`src/rtl/wrr_credit_sched.sv`:
```
// wrr_credit_sched: weighted round-robin credit scheduler, one unit per ack.
// Optional grant watchdog enabled by defining WRR_GRANT_TIMEOUT_EN.
`timescale 1ns/1ps
module wrr_credit_sched #(
    parameter int WIDTH    = 32,
    parameter int CHANNELS = 8,
    parameter int TIMEOUT  = 16
) (
    input  logic                        clk,
    input  logic                        reset,
    input  logic [CHANNELS-1:0]         request,
    input  logic [CHANNELS*WIDTH-1:0]   weight,
    input  logic                        ack,
    output logic [CHANNELS-1:0]         grant,
    output logic [$clog2(CHANNELS)-1:0] grant_id,
    output logic                        round_start
`ifdef WRR_GRANT_TIMEOUT_EN
    ,
    output logic                        timeout
`endif
);

    localparam int IW = $clog2(CHANNELS);
    localparam logic [IW:0]   CH_N    = (IW+1)'(CHANNELS);
    localparam logic [IW-1:0] CH_LAST = IW'(CHANNELS - 1);

    typedef enum logic [1:0] {
        IDLE,
        SERVE,
        REFILL
    } state_t;

    state_t              state;
    logic [WIDTH-1:0]    credit [CHANNELS];
    logic [IW-1:0]       ptr;

    logic [CHANNELS-1:0] elig;
    logic [CHANNELS-1:0] live_w;
    logic [CHANNELS-1:0] elig_rot;
    logic                found;
    logic [IW-1:0]       off;
    logic [IW:0]         sel_sum;
    logic [IW-1:0]       sel;

    logic                busy;
    logic [WIDTH-1:0]    cur;
    logic                req_g;
    logic                dec;
    logic                rel;
    logic                expire;
    logic [IW-1:0]       next_ptr;

    // Per-channel eligibility and nonzero-weight flags
    always_comb begin
        elig   = '0;
        live_w = '0;
        for (int i = 0; i < CHANNELS; i++) begin
            elig[i]   = request[i] && (credit[i] != '0);
            live_w[i] = |weight[i*WIDTH +: WIDTH];
        end
    end

    // Rotate so bit 0 is the pointer position, then take the lowest set bit
    assign elig_rot = CHANNELS'({elig, elig} >> ptr);

    // Priority search over the rotated vector, nearest to the pointer wins
    always_comb begin
        found = 1'b0;
        off   = '0;
        for (int k = CHANNELS - 1; k >= 0; k--) begin
            if (elig_rot[k]) begin
                found = 1'b1;
                off   = IW'(k);
            end
        end
    end

    assign sel_sum = {1'b0, ptr} + {1'b0, off};
    assign sel     = (sel_sum >= CH_N) ? IW'(sel_sum - CH_N) : IW'(sel_sum);

    assign busy     = |grant;
    assign cur      = credit[grant_id];
    assign req_g    = request[grant_id];
    assign dec      = ack && req_g && (cur != '0);
    assign rel      = !req_g || (dec && (cur == WIDTH'(1)));
    assign next_ptr = (grant_id == CH_LAST) ? '0 : grant_id + 1'b1;

`ifdef WRR_GRANT_TIMEOUT_EN
    localparam int TW = $clog2(TIMEOUT + 1);
    logic [TW-1:0] wd;

    assign expire = busy && !rel && !ack && (wd == TW'(TIMEOUT - 1));
`else
    logic unused_cfg;

    assign expire     = 1'b0;
    assign unused_cfg = |32'(TIMEOUT);
`endif

    // Scheduler FSM: idle, select/serve, and credit reload
    always_ff @(posedge clk or negedge reset) begin
        if (!reset) begin
            state       <= IDLE;
            grant       <= '0;
            grant_id    <= '0;
            round_start <= 1'b0;
            ptr         <= '0;
            for (int i = 0; i < CHANNELS; i++) begin
                credit[i] <= '0;
            end
`ifdef WRR_GRANT_TIMEOUT_EN
            wd          <= '0;
            timeout     <= 1'b0;
`endif
        end else begin
            round_start <= 1'b0;
`ifdef WRR_GRANT_TIMEOUT_EN
            timeout     <= 1'b0;
`endif
            unique case (state)
                IDLE: begin
                    if (|request) begin
                        state <= SERVE;
                    end
                end
                REFILL: begin
                    for (int i = 0; i < CHANNELS; i++) begin
                        credit[i] <= weight[i*WIDTH +: WIDTH];
                    end
                    state <= SERVE;
                end
                SERVE: begin
                    if (!busy) begin
                        if (found) begin
                            grant    <= CHANNELS'(1) << sel;
                            grant_id <= sel;
                        end else if (|(request & live_w)) begin
                            state       <= REFILL;
                            round_start <= 1'b1;
                        end else if (!(|request)) begin
                            state <= IDLE;
                        end
                    end else begin
                        if (dec) begin
                            credit[grant_id] <= cur - 1'b1;
                        end
                        if (rel || expire) begin
                            grant <= '0;
                            ptr   <= next_ptr;
                        end
`ifdef WRR_GRANT_TIMEOUT_EN
                        if (expire) begin
                            credit[grant_id] <= '0;
                            timeout          <= 1'b1;
                        end
                        if (rel || expire || ack) begin
                            wd <= '0;
                        end else begin
                            wd <= wd + 1'b1;
                        end
`endif
                    end
                end
                default: state <= IDLE;
            endcase
        end
    end

endmodule

```
`config.mk`:
```
export PLATFORM = sky130hd
export DESIGN_NAME = wrr_credit_sched
export DESIGN_NICKNAME = d
export VERILOG_FILES = /design/src/rtl/wrr_credit_sched.sv
export SDC_FILE = /design/constraint.sdc
export NUM_CORES = 1
export LEC_CHECK = 0
export ABC_AREA = 1
export CORE_MARGIN = 2
export CORE_UTILIZATION = 50
export DETAILED_ROUTE_END_ITERATION = 6
export MAX_ROUTING_LAYER = met4
export PLACE_DENSITY = 0.75
export SETUP_SLACK_MARGIN = 0.4
export SYNTH_ARGS = -nofsm -noshare
export SYNTH_HDL_FRONTEND = slang
export SYNTH_SLANG_ARGS = --single-unit
```
`constraint.sdc`:
```
create_clock -name clk -period 6.8 [get_ports clk]
set_input_delay 0.68 -clock clk [delete_from_list [all_inputs] [get_ports clk]]
set_output_delay 0.68 -clock clk [all_outputs]
set_load 0.05 [all_outputs]
```
Yosys cells after proc, flatten, opt, wreduce, memory -nomap -nowiden
Index checks and enable logic that the tools add are counted.
W data, S select, Z words.
{ "totals": {"elab_cells": 121, "output_inout_bits": 12, "register_bits": 273, "input_bits": 267} }
{ "op_classes": {"n_lt_le_gt_ge": 4, "n_eq_ne": 11, "muxes": 42, "n_reduce_logical": 42, "bitwise_logic": 3, "n_addsub": 4, "n_shift": 2} }
{ "op_table": {"columns": ["operator", "count"], "rows": [
  ["$mux W256", 2],
  ["$pmux W256 S2", 1],
  ["$reduce_bool A32 Y1", 9],
  ["$bwmux W256", 1],
  ["$reduce_or A32 Y1", 8],
  ["$bmux W32 S3", 1],
  ["$demux W32 S3", 1],
  ["$mux W32", 3],
  ["$eq A32 B1 Y1 const B", 1],
  ["$sub A32 B1 Y32 const B", 1],
  ["$mux W3", 10],
  ["$mux W8", 3],
  ["$reduce_or A8 Y1", 3],
  ["$shr A16 B3 Y8", 1],
  ["$mux W1", 13],
  ["$logic_and A1 B1 Y1", 12],
  ["$reduce_and A3 Y1", 4],
  ["$mux W2", 5],
  ["$ne A2 B2 Y1 const B", 5],
  ["$and A8 B8 Y8", 1],
  ["$ge A4 B4 Y1 const B", 2],
  ["$shl A1 B3 Y8 const A", 1],
  ["$pmux W2 S3", 1],
  ["$add A3 B3 Y4", 1],
  ["17 further kinds", 18]
]} }

Logic depth before layout (Yosys ltp)
Gate-level depths: netlist (run 1).
{ "logic_depth": {"word_depth": 17, "mapped_depth": 25, "ltp_nobuf": 25} }

Worst setup path after synthesis (run 1)
No wires, ideal clock.
{ "synth_timing": {"kind": "flip-flop to flip-flop", "start": "register grant_id[2]", "end": "register credit[112] in the netlist's numbering", "period_less_slack_ns": 3.043, "arrival_ns": 2.922, "n_path_buf": 2, "path_stages_with_launch": 19, "required_time_ns": 6.679, "path_slack_ns": 3.757, "setup_time_ns": 0.121, "path_cell_list": "dfrtp_1 -> buf_2 -> inv_2 -> nand3_2 -> inv_2 -> buf_2 -> nand2_1 -> nand2_1 -> inv_1 -> nand4_2 -> inv_2 -> ha_1 -> nand2_1 -> nor2_1 -> nand2_1 -> xor2_1 -> o21ai_0 -> nand2_1 -> o21ai_1"} }
{ "synth_via": {"elab_chain_cells": 9} }
{ "synth_rtl": {"columns": ["item", "line_no", "text"], "rows": [
  ["start, declared", "15", "output logic [$clog2(CHANNELS)-1:0] grant_id,"],
  ["start signal, assigned", "136", "grant_id <= sel;"],
  ["$not A3 Y4 (not written as such)", "82, 145", null],
  ["$bmux W32 S3, or another cell as far along", "82", "assign cur = credit[grant_id];"],
  ["$mux W32 (not written as such) or $logic_and A1 B1 Y1 (tied branches)", "82, 145", null],
  ["$mux W32 (on tied branches)", "82, 145", null],
  ["$sub A32 B1 Y32 or $demux W32 S3 (tied branches)", "145", "credit[grant_id] <= cur - 1'b1;"],
  ["$bwmux W256", "145", null],
  ["$mux W256", "144", "if (dec) begin"],
  ["$mux W256", "133", "if (!busy) begin"],
  ["$pmux W256 S2", "120", "unique case (state)"],
  ["end signal, assigned by index", "128", "credit[i] <= weight[i*WIDTH +: WIDTH];"],
  ["end signal, assigned by index", "145", null],
  ["end, declared", "34", "logic [WIDTH-1:0] credit [CHANNELS];"]
]} }
Parallel ways exist; a longest one is shown, timed or not. The select of a mux whose other input is x is not followed.
A chain may end at the register's enable or synchronous reset.

Worst setup path after layout (run 1)
{ "layout_timing": {"start": "register grant_id[0]", "end": "register credit[100] in the netlist's numbering"} }
The elaborated chain is that of the path after synthesis.

==> flow_summary.toml, run 1 <==
[critical_path]
cp.arrival_ns = 5.59
path_class = "flip-flop to flip-flop"
cp.required_ns = 7.30
cp-start-kind = "flip-flop"
rrSetupSlack_ns = 1.72
critPathMaxFanout = 54
end_kind = "flip-flop"

[synth]
yosys-top-cells-area = "dfrtp_1, nand2_1, nor2_1, o21ai_0, nand3_1"
synth_common_cells = "nand2_1, nor2_1, dfrtp_1, o21ai_0, nand3_1"
yosys.area.top_type = "dfrtp_1"
synthCells = 2941
yosysMostFrequentCell = "nand2_1"
async_flop_share_pct = 100.0
synth_fp_nets = 3215
synth_top_area_share_pct = 36.98
muxShareOfSynthArea_pct = 0
synth_compound_area_share_pct = 12.28
yosysSeqAreaShare_pct = 36.98
avgSynthCellArea_sq_um = 6.282
synthSimpleGateAreaFrac_pct = 42.07
synth_ff_type = "dfrtp_1"
ys_types = 49
yosys_warnings = 0
synth_top_family_by_area = "simple AND/OR/NAND/NOR gates"
synth_adder_area_share_pct = 0.5147
yosys_register_bits = 273
synthXorXnorAreaFrac_pct = 0.7586
syn_area_sq_um = 18470
synth_edf_count = 0

[drt]
antenna_left = 0
vias = 21750
wl_met1_microns = 31910
top_layer = "met4"
finalWirelength_microns = 82770
viasPerCell = 5.974
drt_iter0_drc = 2918
detail_route.wl_per_cell_microns = 22.73
dr_wl_met3_microns = 10720
dr.pass1.iters = 7
drc_errors = 0
wl_met2_microns = 35120

[cts]
cts.sinks = 273
cts_root_buf = "clkbuf_16"
cts_buffers = 31
insertion_delay_ns = 0.61
cts_tree = "yes"
ctsResizeCount = 0
post_cts_buffers = 0
cts_buffer_depth = 3
hold_buffers = 0
clkSlewWorstSetupHoldPaths_ns = 0.06
h-tree-depth = 1

[global_route]
antenna_found_initial = 2
grt_max_degree = 160
overflow = 0
first_global_vias = 20360
grt_first_pass_wirelength_microns = 122000
grt_usage_pct = 43.53

[placement]
gp_congestion = 1.044
hpwl_microns = 61530
io_buffers = 278
dp_slack_ns = 1.958

[sta]
fin_crit_sh_pct = 74.77
fin_ws_ns = 1.715
slew_violations = 0
worst_slew_pin_slew_ns = 1.418
whs_ns = 0.1243
max_slew_margin_pct = 4.787
finClkSkew_ns = 0.01989
hold_viol = 0
rsz0062_at_grt = "false"
finalSetupViolCount = 0
period_needed_ns = 5.085
finalSetupTns_ns = 0
fmax_mhz = 196.7

[cells_and_area]
drive_above_1_share_pct = 4.037
fin_nets = 3420
nFillCells = 3484
area_delta_synth_final_pct = 21.77

[die]
chipHeight_microns = 196.2
coreArea_sq_um = 36520
fp-row-count = 70
initial_core_util_pct = 50.58
num_io_pins = 279
fp.dieArea_sq_um = 38500
die_x_microns = 196.2

[power]
comb_power_share_pct = 54.0
p_clk_share_pct = 20.0
p_int_mw = 4.452
vdd_drop_max_v = 0.0004652
switching_share_pct = 51.96
switching_power_mw = 4.816
sequentialPowerShare_pct = 26.0
power_density_nw_per_um2 = 412.0
leakagePower_nw = 10.93

[run_status]
status = "finished clean"

[job]
cap_viol_max_count = 0

[min_path]
hold_class = "input port to asynchronous set/reset pin"
[routing by layer]
metal / track usage [%] / vias to the layer above
li1: - / 9907
met1: 55.87 / 9978
met2: 63.69 / 1598
met3: 10.69 / 269
met4: 22.95 / 0
met5: - / -
[registers in the layout (all words and copies together) (netlist names)]
name and cells:
ptr 3, state 2, grant 8, grant_id 3, credit 256, round_start 1
[power groups by stage]
stage | Clock (mW) | Sequential [mW] | Combinational (mW)
after detailed placement | 0 | 2.41 | 4.74
after global routing | 1.90 | 2.45 | 5.30
after global placement | 0 | 2.41 | 4.70
final | 1.85 | 2.41 | 5.00
after floorplan | 0 | 2.31 | 2.96
after CTS | 1.83 | 2.39 | 4.77
[worst max-delay path: stages, from the launching register on]
cell     delay, ns
dfrtp_2       0.85
inv_2         0.34
buf_4         0.38
nand2_1       0.10
a21oi_1       0.07
o21ai_0       0.42
nand2_1       0.28
nor2_1        0.34
nand2_1       0.16
nor2_1        0.11
nand4_1       0.12
o21ai_2       0.15
nand2_2       0.25
nand2_1       0.46
inv_2         0.52
o21ai_0       0.36
[path summary, 6_finish.rpt]
kind                                         start                       to  cells past startpoint
min                                          reset   credit[40]$_DFFE_PN0P_                      1
max                        grant_id[0]$_DFFE_PN0P_  credit[100]$_DFFE_PN0P_                     15
max in group asynchronous                    reset  grant_id[0]$_DFFE_PN0P_                      2
min in group clk           credit[248]$_DFFE_PN0P_  credit[248]$_DFFE_PN0P_                      2
min reg2reg                credit[248]$_DFFE_PN0P_  credit[248]$_DFFE_PN0P_                      2
max reg2reg                grant_id[0]$_DFFE_PN0P_  credit[100]$_DFFE_PN0P_                     15
[area by class of cell]
cell class                      instances  area [sq um]  area share [%]
Antenna cell                            2         5.005         0.02225
Clock buffer                           48         939.7           4.177
Clock inverter                         10         160.2          0.7119
Inverter                              191         721.9           3.209
Multi-Input combinational cell       2348         10280           45.69
Sequential cell                       273          6833           30.37
Tap cell                              468         585.6           2.603
Timing Repair Buffer                  301          2973           13.21
[per-stage QoR]
step | util [%] | total power, mW | instance area (sq um) | cells
6_report | 61.60 | 9.268 | 22500 | 3641
5_1_grt | 61.60 | 9.647 | 22500 | 3641
4_1_cts | 61.58 | 8.991 | 22490 | 3639
3_5_place_dp | 58.57 | 7.153 | 21390 | 3581
3_3_place_gp | 58.57 | 7.109 | 21390 | 3581
2_1_floorplan | - | 5.266 | 18470 | 2941
[layout by cell type, fill, tap and decap left out, types with 3 or more instances in the layout]
cell type,netlist,layout
nand2_1,1311,1311
nor2_1,290,289
clkdlybuf4s50_1,0,277
dfrtp_1,273,272
o21ai_0,211,211
nand3_1,171,171
inv_1,164,163
o21ai_1,78,78
nand4_1,51,51
o22ai_1,49,49
nor4_1,40,40
a21oi_1,38,38
clkbuf_16,0,31
buf_4,24,22
inv_2,20,20
a22oi_1,12,12
xor2_1,12,12
nor3_1,11,11
clkbuf_8,0,10
nand2_2,8,8
clkinv_1,7,7
o21bai_2,7,7
clkbuf_1,55,7
a21boi_0,6,6
ha_1,6,6
nand3_2,5,5
and2_1,5,5
and3b_1,4,4
xnor2_1,4,4
bufinv_16,0,4
o21bai_1,3,3
clkinv_2,0,3
[kinds of logic (layout without fill, tap and decap cells)]
group                      after synthesis  after routing
AOI/OAI and AO/OA                      415            415
other                                    0              2
and+or+nand+nor                       1910           1910
xor gates and xnor gates                16             16
adders and majority gates                7              7
DFF                                    273            273
buffers and inverters                  320            550
Note: power is estimated with default switching activity, not from simulation.
==> inputs of run 2 (changes only) <==
==> constraint.sdc (replaced) <==
create_clock -name clk -period 5.31 [get_ports clk]
set_input_delay 0.531 -clock clk [delete_from_list [all_inputs] [get_ports clk]]
set_output_delay 0.531 -clock clk [all_outputs]
set_load 0.05 [all_outputs]
==> run 2 against run 1 <==
Compared with the run above: the run now ends with design-rule violations, negative hold slack left; combinational power grew 33%; critical path depth did not move; worst hold slack worse by 0.16 ns; critical endpoint unchanged; largest cell class unchanged.
==> flow_summary.toml, run 2 (same netlist as run 1, synthesis figures left out) <==
[run_status]
status = "finished, violations left"
violations = "design-rule violations, negative hold slack"

[sta]
whs_ns = -0.03345
finalSetupViolCount = 0
fin_crit_sh_pct = 83.92
max_slew_margin_pct = 36.24
finalSetupTns_ns = 0
period_needed_ns = 4.456
hold_viol = 8
worst_slew_pin_slew_ns = 0.9564
slew_violations = 0
fmax_mhz = 224.4
rsz0062_at_grt = "false"
finClkSkew_ns = 0.01919

[drt]
drt_iter0_drc = 2842
viasPerCell = 5.945
vias = 21790
finalWirelength_microns = 80690
drc_errors = 1
dr.pass1.iters = 7
detail_route.wl_per_cell_microns = 22.01
antenna_left = 0

[cells_and_area]
drive_above_1_share_pct = 4.847
fin_cells = 3666
largest_reg_flops = 256
top_regs = "credit: 256 flops, grant: 8 flops"
layout_commonest_cell = "nand2_1"
top_register = "credit"
fin_nets = 3446
layout_common_cells = "nand2_1, nor2_1, clkdlybuf4s50_1"
area_delta_synth_final_pct = 23.60
diodes = 0

[min_path]
hold_class = "input port to asynchronous set/reset pin"

[global_route]
grt_usage_pct = 43.05
grt_max_degree = 128
grt_first_pass_wirelength_microns = 121600
overflow = 0
antenna_found_initial = 0
first_global_vias = 20550

[cts]
h-tree-depth = 2
ctsResizeCount = 0
cts_buffer_depth = 3
clkSlewWorstSetupHoldPaths_ns = 0.06
cts_root_buf = "clkbuf_16"
hold_buffers = 0
cts_tree = "yes"
insertion_delay_ns = 0.56
cts.sinks = 273
post_cts_buffers = 0
cts_buffers = 34

[critical_path]
path_class = "flip-flop to flip-flop"
critPathMaxStageDelay_ns = 0.79
crit_buf_inv = 4
critical-path-top-delay-family = "simple AND/OR/NAND/NOR gates"
slowest_stage = "inv_2"
rrSetupSlack_ns = 0.85
critPathMaxFanout = 54
end_kind = "flip-flop"
path_common_cell = "nand2_1"
cp-start-kind = "flip-flop"
r2r_cells = 15
r2r_start = "grant_id[2]$_DFFE_PN0P_"
cp.arrival_ns = 4.85
rr_endpoint = "credit[100]$_DFFE_PN0P_"
worstPathCellList = "nor2_1, nand2_1, inv_2, nand2_1, nand2_1, inv_1, nand4_2, inv_2, ha_1, nand4_1, o21ai_2, nand2_2, nand2_1, inv_2, o21ai_0"
cp.required_ns = 5.70

[die]
num_io_pins = 279
initial_core_util_pct = 50.58
coreArea_sq_um = 36520
chipHeight_microns = 196.2
fp-row-count = 70
die_x_microns = 196.2
fp.dieArea_sq_um = 38500

[power]
leakagePower_nw = 11.11
power_density_nw_per_um2 = 540.5
power.total_mw = 12.34
vdd_drop_max_v = 0.0004492

[placement]
gp_congestion = 1.033
placed_cells_incl_taps = 3604
io_buffers = 278
hpwl_microns = 60660

[job]
cap_viol_max_count = 0
[run 2: changes by cell type in the layout (fill, tap and decap cells not counted)]
cell	delta
clkinv_4	+1
clkinv_2	+3
diode_2	-2
clkbuf_8	-8
clkbuf_16	+6
buf_4	+21
inv_6	-1
buf_12	+2
bufinv_16	+3
[run 2: power by group]
part,switching (mW),total (mW),internal (mW),leakage (nW)
Combinational,4.81,6.67,1.86,6.98
Sequential,0.389,3.03,2.64,3.52
Clock,1.00,2.64,1.64,0.609
[run 2: area by class of cell]
cell class / instances / area, sq um
multi-input cells: 2348 / 10280
clock buffers: 46 / 979.7
well taps: 468 / 585.6
inverters: 191 / 721.9
repair buffers: 324 / 3171
clock inverters: 16 / 265.3
flip-flops and latches: 273 / 6833
fillers: 3510 / 13690
[run 2: how the worst max path moves through the flow]
stage / slack (ns) / startpoint / cells after the start / endpoint
2_1_floorplan: 2.27 / grant_id[2]$_DFFE_PN0P_ / 18 / credit[112]$_DFFE_PN0P_
3_3_place_gp: 1.08 / grant_id[0]$_DFFE_PN0P_ / 16 / credit[100]$_DFFE_PN0P_
3_5_place_dp: 1.01 / grant_id[2]$_DFFE_PN0P_ / 15 / credit[100]$_DFFE_PN0P_
4_1_cts: 0.98 / grant_id[2]$_DFFE_PN0P_ / 15 / credit[100]$_DFFE_PN0P_
5_1_grt: 0.61 / grant_id[2]$_DFFE_PN0P_ / 15 / credit[100]$_DFFE_PN0P_
6_report: 0.85 / grant_id[2]$_DFFE_PN0P_ / 15 / credit[100]$_DFFE_PN0P_
[run 2: routing by layer]
layer	vias up	part of all wire [%]	global-route usage, %
met5	-	0	-
met4	0	5.4	20.06
met3	232	12	9.627
met2	1457	43	63.90
met1	10180	40	56.11
li1	9924	-	-
[run 2: metrics by stage]
step | setup slack, ns | hold slack, ns | util (%) | area [sq um]
finish | 0.8539 | -0.03345 | 62.52 | 22830
global route | 0.6079 | 0.04197 | 62.52 | 22830
CTS | 0.9750 | 0.03395 | 62.52 | 22830
detailed placement | 1.014 | 0.4771 | 59.11 | 21590
global placement | 1.081 | 0.4651 | 59.11 | 21590
floorplan | 2.267 | 0.2354 | - | 18470
